[src/rtl/muldiv_pkg.sv]
// Shared types and constants for the iterative RV32M multiply/divide unit.
package muldiv_pkg;

   localparam int XLEN  = 32;
   localparam int CNT_W = 5;

   localparam logic [XLEN-1:0] DIV_ZERO_RES = 32'hFFFF_FFFF;

   typedef enum logic [2:0] {
      OP_MUL    = 3'b000,
      OP_MULH   = 3'b001,
      OP_MULHSU = 3'b010,
      OP_MULHU  = 3'b011,
      OP_DIV    = 3'b100,
      OP_DIVU   = 3'b101,
      OP_REM    = 3'b110,
      OP_REMU   = 3'b111
   } op_e;

   typedef enum logic [1:0] {
      ST_IDLE = 2'd0,
      ST_BUSY = 2'd1,
      ST_DONE = 2'd2
   } state_e;

endpackage

[src/rtl/muldiv_iter_core.sv]
// 64-bit accumulator with a one-bit-per-cycle step: shift-add for multiply,
// restoring subtract for divide. Works on unsigned magnitudes only.
//   multiply: acc = {partial, multiplier}, shifts right
//   divide:   acc = {remainder, dividend/quotient}, shifts left
module muldiv_iter_core
   import muldiv_pkg::*;
(
   input  logic              clk,
   input  logic              rst,
   input  logic              i_load,
   input  logic              i_step,
   input  logic              i_is_div,
   input  logic [XLEN-1:0]   i_load_lo,
   input  logic [XLEN-1:0]   i_load_opnd,
   output logic [2*XLEN-1:0] o_acc_nxt
);

   logic [2*XLEN-1:0] acc_q, acc_d;
   logic [XLEN-1:0]   opnd_q, opnd_d;
   logic              is_div_q, is_div_d;
   logic [XLEN:0]     mul_sum;
   logic [XLEN:0]     rem_sh;
   logic              rem_ge;
   logic [XLEN-1:0]   rem_diff;

   // Next accumulator value: load, one iteration, or hold.
   always_comb begin
      acc_d    = acc_q;
      opnd_d   = opnd_q;
      is_div_d = is_div_q;
      mul_sum  = {1'b0, acc_q[2*XLEN-1:XLEN]} + (acc_q[0] ? {1'b0, opnd_q} : '0);
      rem_sh   = acc_q[2*XLEN-1:XLEN-1];
      rem_ge   = (rem_sh >= {1'b0, opnd_q});
      // Remainder is always below the divisor, so the true difference fits in XLEN bits.
      rem_diff = rem_sh[XLEN-1:0] - opnd_q;
      if (i_load) begin
         acc_d    = {{XLEN{1'b0}}, i_load_lo};
         opnd_d   = i_load_opnd;
         is_div_d = i_is_div;
      end else if (i_step) begin
         if (is_div_q) begin
            acc_d = {(rem_ge ? rem_diff : rem_sh[XLEN-1:0]), acc_q[XLEN-2:0], rem_ge};
         end else begin
            acc_d = {mul_sum, acc_q[XLEN-1:1]};
         end
      end
   end

   // Accumulator and operand registers.
   always_ff @(posedge clk or negedge rst) begin
      if (!rst) begin
         acc_q    <= '0;
         opnd_q   <= '0;
         is_div_q <= 1'b0;
      end else begin
         acc_q    <= acc_d;
         opnd_q   <= opnd_d;
         is_div_q <= is_div_d;
      end
   end

   assign o_acc_nxt = acc_d;

endmodule

[src/rtl/muldiv_unit.sv]
// Iterative RV32M multiply/divide unit with register-file write-back.
//
//   state   | meaning
//   --------+-----------------------------------------------------------
//   ST_IDLE | waiting for i_start; outputs quiet
//   ST_BUSY | 32 iterations of the shared accumulator, one per edge
//   ST_DONE | one cycle: o_done pulse and register-file write
module muldiv_unit
   import muldiv_pkg::*;
(
   input  logic            clk,
   input  logic            rst,
   input  logic            i_start,
   input  logic [2:0]      i_op,
   input  logic [XLEN-1:0] i_rs1_dat,
   input  logic [XLEN-1:0] i_rs2_dat,
   input  logic [4:0]      i_rd_addr,
   input  logic            i_kill,
   output logic            o_busy,
   output logic            o_done,
   output logic            o_wr_en,
   output logic [4:0]      o_wr_addr,
   output logic [XLEN-1:0] o_wr_dat
);

   state_e            state_q, state_d;
   logic [CNT_W-1:0]  cnt_q, cnt_d;
   op_e               op_q, op_d;
   logic [4:0]        rd_q, rd_d;
   logic              neg_q, neg_d;
   logic [XLEN-1:0]   res_q, res_d;

   op_e               op_in;
   logic              a_sgn, b_sgn, a_neg, b_neg, is_div_in;
   logic              div_zero, div_ovf, res_neg_in;
   logic [XLEN-1:0]   a_mag, b_mag, short_res;
   logic              core_load, core_step;
   logic [2*XLEN-1:0] acc_nxt, prod;
   logic [XLEN-1:0]   div_sel, post_res;

   assign op_in = op_e'(i_op);

   // Operand sign handling and the divide special cases, evaluated at accept.
   always_comb begin
      a_sgn      = (op_in == OP_MULH) || (op_in == OP_MULHSU) || (op_in == OP_DIV) || (op_in == OP_REM);
      b_sgn      = (op_in == OP_MULH) || (op_in == OP_DIV) || (op_in == OP_REM);
      a_neg      = a_sgn & i_rs1_dat[XLEN-1];
      b_neg      = b_sgn & i_rs2_dat[XLEN-1];
      a_mag      = a_neg ? -i_rs1_dat : i_rs1_dat;
      b_mag      = b_neg ? -i_rs2_dat : i_rs2_dat;
      is_div_in  = i_op[2];
      // Remainder follows the dividend; quotient and product follow the xor.
      res_neg_in = (is_div_in && i_op[1]) ? a_neg : (a_neg ^ b_neg);
      div_zero   = is_div_in && (i_rs2_dat == '0);
      div_ovf    = ((op_in == OP_DIV) || (op_in == OP_REM)) &&
                   (i_rs1_dat == 32'h8000_0000) && (i_rs2_dat == '1);
      if (div_zero) begin
         short_res = i_op[1] ? i_rs1_dat : DIV_ZERO_RES;
      end else begin
         short_res = i_op[1] ? '0 : 32'h8000_0000;
      end
   end

   muldiv_iter_core u_core (
      .clk         (clk),
      .rst         (rst),
      .i_load      (core_load),
      .i_step      (core_step),
      .i_is_div    (is_div_in),
      .i_load_lo   (is_div_in ? a_mag : b_mag),
      .i_load_opnd (is_div_in ? b_mag : a_mag),
      .o_acc_nxt   (acc_nxt)
   );

   // Sign correction and half selection on the final accumulator value.
   always_comb begin
      prod    = neg_q ? -acc_nxt : acc_nxt;
      div_sel = op_q[1] ? acc_nxt[2*XLEN-1:XLEN] : acc_nxt[XLEN-1:0];
      if (op_q[2]) begin
         post_res = neg_q ? -div_sel : div_sel;
      end else if (op_q == OP_MUL) begin
         post_res = prod[XLEN-1:0];
      end else begin
         post_res = prod[2*XLEN-1:XLEN];
      end
   end

   // Next-state logic.
   always_comb begin
      state_d   = state_q;
      cnt_d     = cnt_q;
      op_d      = op_q;
      rd_d      = rd_q;
      neg_d     = neg_q;
      res_d     = res_q;
      core_load = 1'b0;
      core_step = 1'b0;
      case (state_q)
         ST_IDLE: begin
            if (i_start && !i_kill) begin
               op_d  = op_in;
               rd_d  = i_rd_addr;
               neg_d = res_neg_in;
               cnt_d = '0;
               if (div_zero || div_ovf) begin
                  res_d   = short_res;
                  state_d = ST_DONE;
               end else begin
                  core_load = 1'b1;
                  state_d   = ST_BUSY;
               end
            end
         end
         ST_BUSY: begin
            if (i_kill) begin
               state_d = ST_IDLE;
            end else begin
               core_step = 1'b1;
               cnt_d     = cnt_q + 1'b1;
               if (cnt_q == '1) begin
                  res_d   = post_res;
                  state_d = ST_DONE;
               end
            end
         end
         ST_DONE: state_d = ST_IDLE;
         default: state_d = ST_IDLE;
      endcase
   end

   // Control and result registers.
   always_ff @(posedge clk or negedge rst) begin
      if (!rst) begin
         state_q <= ST_IDLE;
         cnt_q   <= '0;
         op_q    <= OP_MUL;
         rd_q    <= '0;
         neg_q   <= 1'b0;
         res_q   <= '0;
      end else begin
         state_q <= state_d;
         cnt_q   <= cnt_d;
         op_q    <= op_d;
         rd_q    <= rd_d;
         neg_q   <= neg_d;
         res_q   <= res_d;
      end
   end

   assign o_busy    = (state_q != ST_IDLE);
   assign o_done    = (state_q == ST_DONE);
   assign o_wr_en   = o_done && (rd_q != '0) && !i_kill;
   assign o_wr_addr = o_done ? rd_q : '0;
   assign o_wr_dat  = o_done ? res_q : '0;

endmodule

[config.mk]
export PLATFORM = sky130hd
export DESIGN_NAME = muldiv_unit
export DESIGN_NICKNAME = d
export VERILOG_FILES = /design/src/rtl/muldiv_pkg.sv /design/src/rtl/muldiv_iter_core.sv /design/src/rtl/muldiv_unit.sv
export SDC_FILE = /design/constraint.sdc
export NUM_CORES = 1
export LEC_CHECK = 0
export ABC_CLOCK_PERIOD_IN_PS = 13100
export BUFFER_PORTS_ARGS = -buffer_cell sky130_fd_sc_hd__buf_4
export CAP_MARGIN = 15
export CORE_MARGIN = 1.5
export CORE_UTILIZATION = 50
export CTS_BUF_LIST = sky130_fd_sc_hd__clkbuf_4 sky130_fd_sc_hd__clkbuf_8
export CTS_CLUSTER_DIAMETER = 200
export DETAILED_ROUTE_END_ITERATION = 8
export PLACE_DENSITY = 0.68
export REMOVE_ABC_BUFFERS = 1
export SYNTH_ARGS = -nofsm -noshare
export SYNTH_HDL_FRONTEND = slang
export SYNTH_SLANG_ARGS = --single-unit
[constraint.sdc]
create_clock -name clk -period 13.1 [get_ports clk]
set_input_delay 1.31 -clock clk [delete_from_list [all_inputs] [get_ports clk]]
set_output_delay 1.31 -clock clk [all_outputs]
set_load 0.02 [all_outputs]
==> results.cfg <==
[pwr]
total_power_w = 0.00381
ir_drop_mv = 0.0763
p_leak_nw = 8.60
power.density_nw_per_um2 = 184

[critical_path]
cpMostUsedCell = inv_1
worstPathCellList = buf_4 > inv_1 > ha_1 > or3b_1 > nor4_4 > nand4_1 > o21a_1 > buf_4 > a22oi_1 > o21ai_0 > inv_1 > ha_1 > inv_1 > nor4_1 > a32oi_1 > nand3b_1 > a2111o_1 > or4_4 > nor4_4 > or4b_1 > mux2_1 > a21oi_1 > a211oi_1
start_kind = input port
crit_buf_inv = 5
slowest_delay_ps = 640
crit_fanout = 30
path_delay_family = simple AND/OR/NAND/NOR gates
endpoint_kind = flop
cp_data_required_time_ps = 13470
cp_slowest_cell = nor4_4
critPathArrivalTime_ps = 8070
worstSetupPathType = in -> reg

[flow_run]
maxCapViolations = 0

[floorplan]
die_y_um = 198
rows = 71
boundaryPins = 116
start_util_pct = 50.6
core_um2 = 37600
die_width_um = 198
dieArea_um2 = 39200

[cells_and_area]
syn2layout_area_growth_pct = 9.05
nets = 2801
drive_gt1_share_pct = 10.9
layout_commonest_cell = nand2_1
final_cell_area_um2 = 20700
final_cell_mix = 254 x nand2_1, 238 x nor2_1, 221 x a21oi_1, 209 x o21ai_0, 172 x buf_4
final_util_pct = 55.1

[detailed_routing]
viasPerCell = 7.14
drc = 0
wl_per_cell_um = 28.6
ant_nets = 0
drtIter0Drc = 3136
dr.pass1.iters = 8
vias = 22686
wirelength_um = 91000

[sta]
setup-violations-final = 0
final_max_slew_viol_count = 0
fin_skew_ps = 15.4
rsz0062_at_grt = no
min_period_ps = 7700
setup_tns_ps = 0
fin_crit_sh_pct = 58.8
relSlewSlack_pct = 25.3
fin_ws_ps = 5400
worst_slew_pin_slew_ps = 1110
hold_viol_final = 0
max_freq_mhz = 130

[global_route]
grt_max_degree = 75
antenna_found_initial = 4
grt_pass1_wl_um = 134000
first_global_vias = 20972
grt.total_usage_pct = 45.9
overflow = 0

[clocking]
ctsHoldBuffers = 0
insertion_delay_ps = 530
cts_root_buffer = clkbuf_8
cts.sinks = 145
cts_setup_buffers = 0
cts_max_level = 4
tritoncts = yes
clkTransAtPathRegs_ps = 90
cts_resized = 0
cts_buffer_depth = 2
cts_buffers = 17

[placed_design]
place_ws_ps = 5050
dpl.hpwl_um = 68500
numPortBuffers = 115
place_area_um2 = 20200
gp_congestion = 1.06

[status]
status = complete, no violations

[synth]
synth_cells = 2646
ys_seq_area_share_pct = 19.1
synth_flop_cell = dfrtp_1
synthArstFlopShare_pct = 100
ys_types = 104
syn_area_um2 = 19000
ys_warn_count = 0
synth_edf_count = 0
avgSynthCellArea_um2 = 7.18
ys_seq_elements = 145

[worst_hold_path]
holdCritPathClass = reg -> reg
## synth_stat cells, types with 12 or more instances
cell / count / share of area, %
a31oi_1: 38 / 1.3
xnor2_1: 78 / 3.6
o31a_1: 13 / 0.60
buf_2: 13 / 0.34
nand2_1: 254 / 5.0
or4_1: 20 / 0.79
nor2_1: 240 / 4.7
clkbuf_1: 148 / 2.9
buf_1: 17 / 0.34
mux2_2: 16 / 0.95
xor2_1: 53 / 2.4
a211oi_1: 43 / 1.7
o21a_1: 17 / 0.67
nand4_1: 52 / 1.7
o31ai_1: 37 / 1.5
a221oi_1: 16 / 0.74
a22oi_1: 13 / 0.51
and3_1: 27 / 0.89
dfrtp_1: 145 / 19
nand2b_1: 13 / 0.43
nand3_1: 72 / 1.9
o22ai_1: 19 / 0.63
o21ai_0: 209 / 5.5
a211o_1: 12 / 0.55
ha_1: 71 / 4.7
mux2i_1: 75 / 4.0
a21o_1: 33 / 1.3
and2_1: 82 / 2.7
o221ai_1: 20 / 0.92
inv_1: 101 / 2.0
nor3_1: 72 / 1.9
or3_1: 34 / 1.1
o211ai_1: 48 / 1.9
a21oi_1: 221 / 5.8
nor4_1: 28 / 0.92
o2111ai_1: 16 / 0.74
or2_2: 14 / 0.46
## tightest hold or removal path, stage by stage (launching register included)
cell     delay [ps]
dfrtp_1         340
nand2_1          40
o21ai_0          60
## path summary, 6_finish.rpt
kind | slack, ps | to | depth (start not counted) | start
max in group asynchronous | 10630 | u_core.is_div_q | 2 | rst
setup reg to reg | 6000 | res_q[26] | 21 | u_core.acc_q[37]
hold / removal | 480 | res_q[1] | 2 | res_q[1]
min in group asynchronous | 840 | u_core.opnd_q[23] | 1 | rst
hold reg to reg | 480 | res_q[1] | 2 | res_q[1]
setup / recovery | 5400 | res_q[26] | 23 | i_rs1_dat[0]
## kinds of logic (layout without fill, tap and decap cells)
family,after synthesis,in the layout,synth area share [%]
AOI/OAI and AO/OA,917,917,31.9
other,0,1,0
adders and majority gates,73,73,4.89
xor gates and xnor gates,131,131,6.04
and+or+nand+nor,997,997,26.9
muxes,93,93,5.02
buffers and inverters,290,309,6.09
DFF,145,145,19.1
## sequential cells by signal, summed over array words and instances (netlist names)
name and flops:
u_core.is_div_q 1, rd_q 5, u_core.opnd_q 32, cnt_q 5
res_q 32, neg_q 1, u_core.acc_q 64, state_q 2
op_q 3
## stage by stage
stage / cells / hold slack, ps
finish: 3177 / 482
global route: 3176 / 525
CTS: 3176 / 488
detailed placement: 3144 / 469
global placement: 3144 / 458
floorplan: 2460 / 440
## routing by layer
layer | global-route usage, % | routed length, um | up-vias | part of all wire, %
li1 | - | - | 9951 | -
met1 | 58.2 | 34700 | 10672 | 38
met2 | 69.9 | 38700 | 1692 | 42
met3 | 12.3 | 11500 | 365 | 13
met4 | 27.3 | 6080 | 6 | 6.7
met5 | 0 | 43 | - | 0.047
## cell type report
type	instances	area (um^2)
Antenna cell	1	2.50
Clock buffer	22	290
Inverter	104	390
Multi-Input combinational cell	2211	14300
Clock inverter	10	205
Sequential cell	145	3630
Timing Repair Buffer	173	1300
Fill cell	3681	16900
Tap cell	511	639
## power by group
group	switching, W	internal (W)	total, W	leakage, nW
sequential	0.000162	0.000555	0.000717	1.81
clock	0.000210	0.000265	0.000475	0.246
combinational	0.00173	0.000886	0.00262	6.54
(Power assumes the default switching activity.)
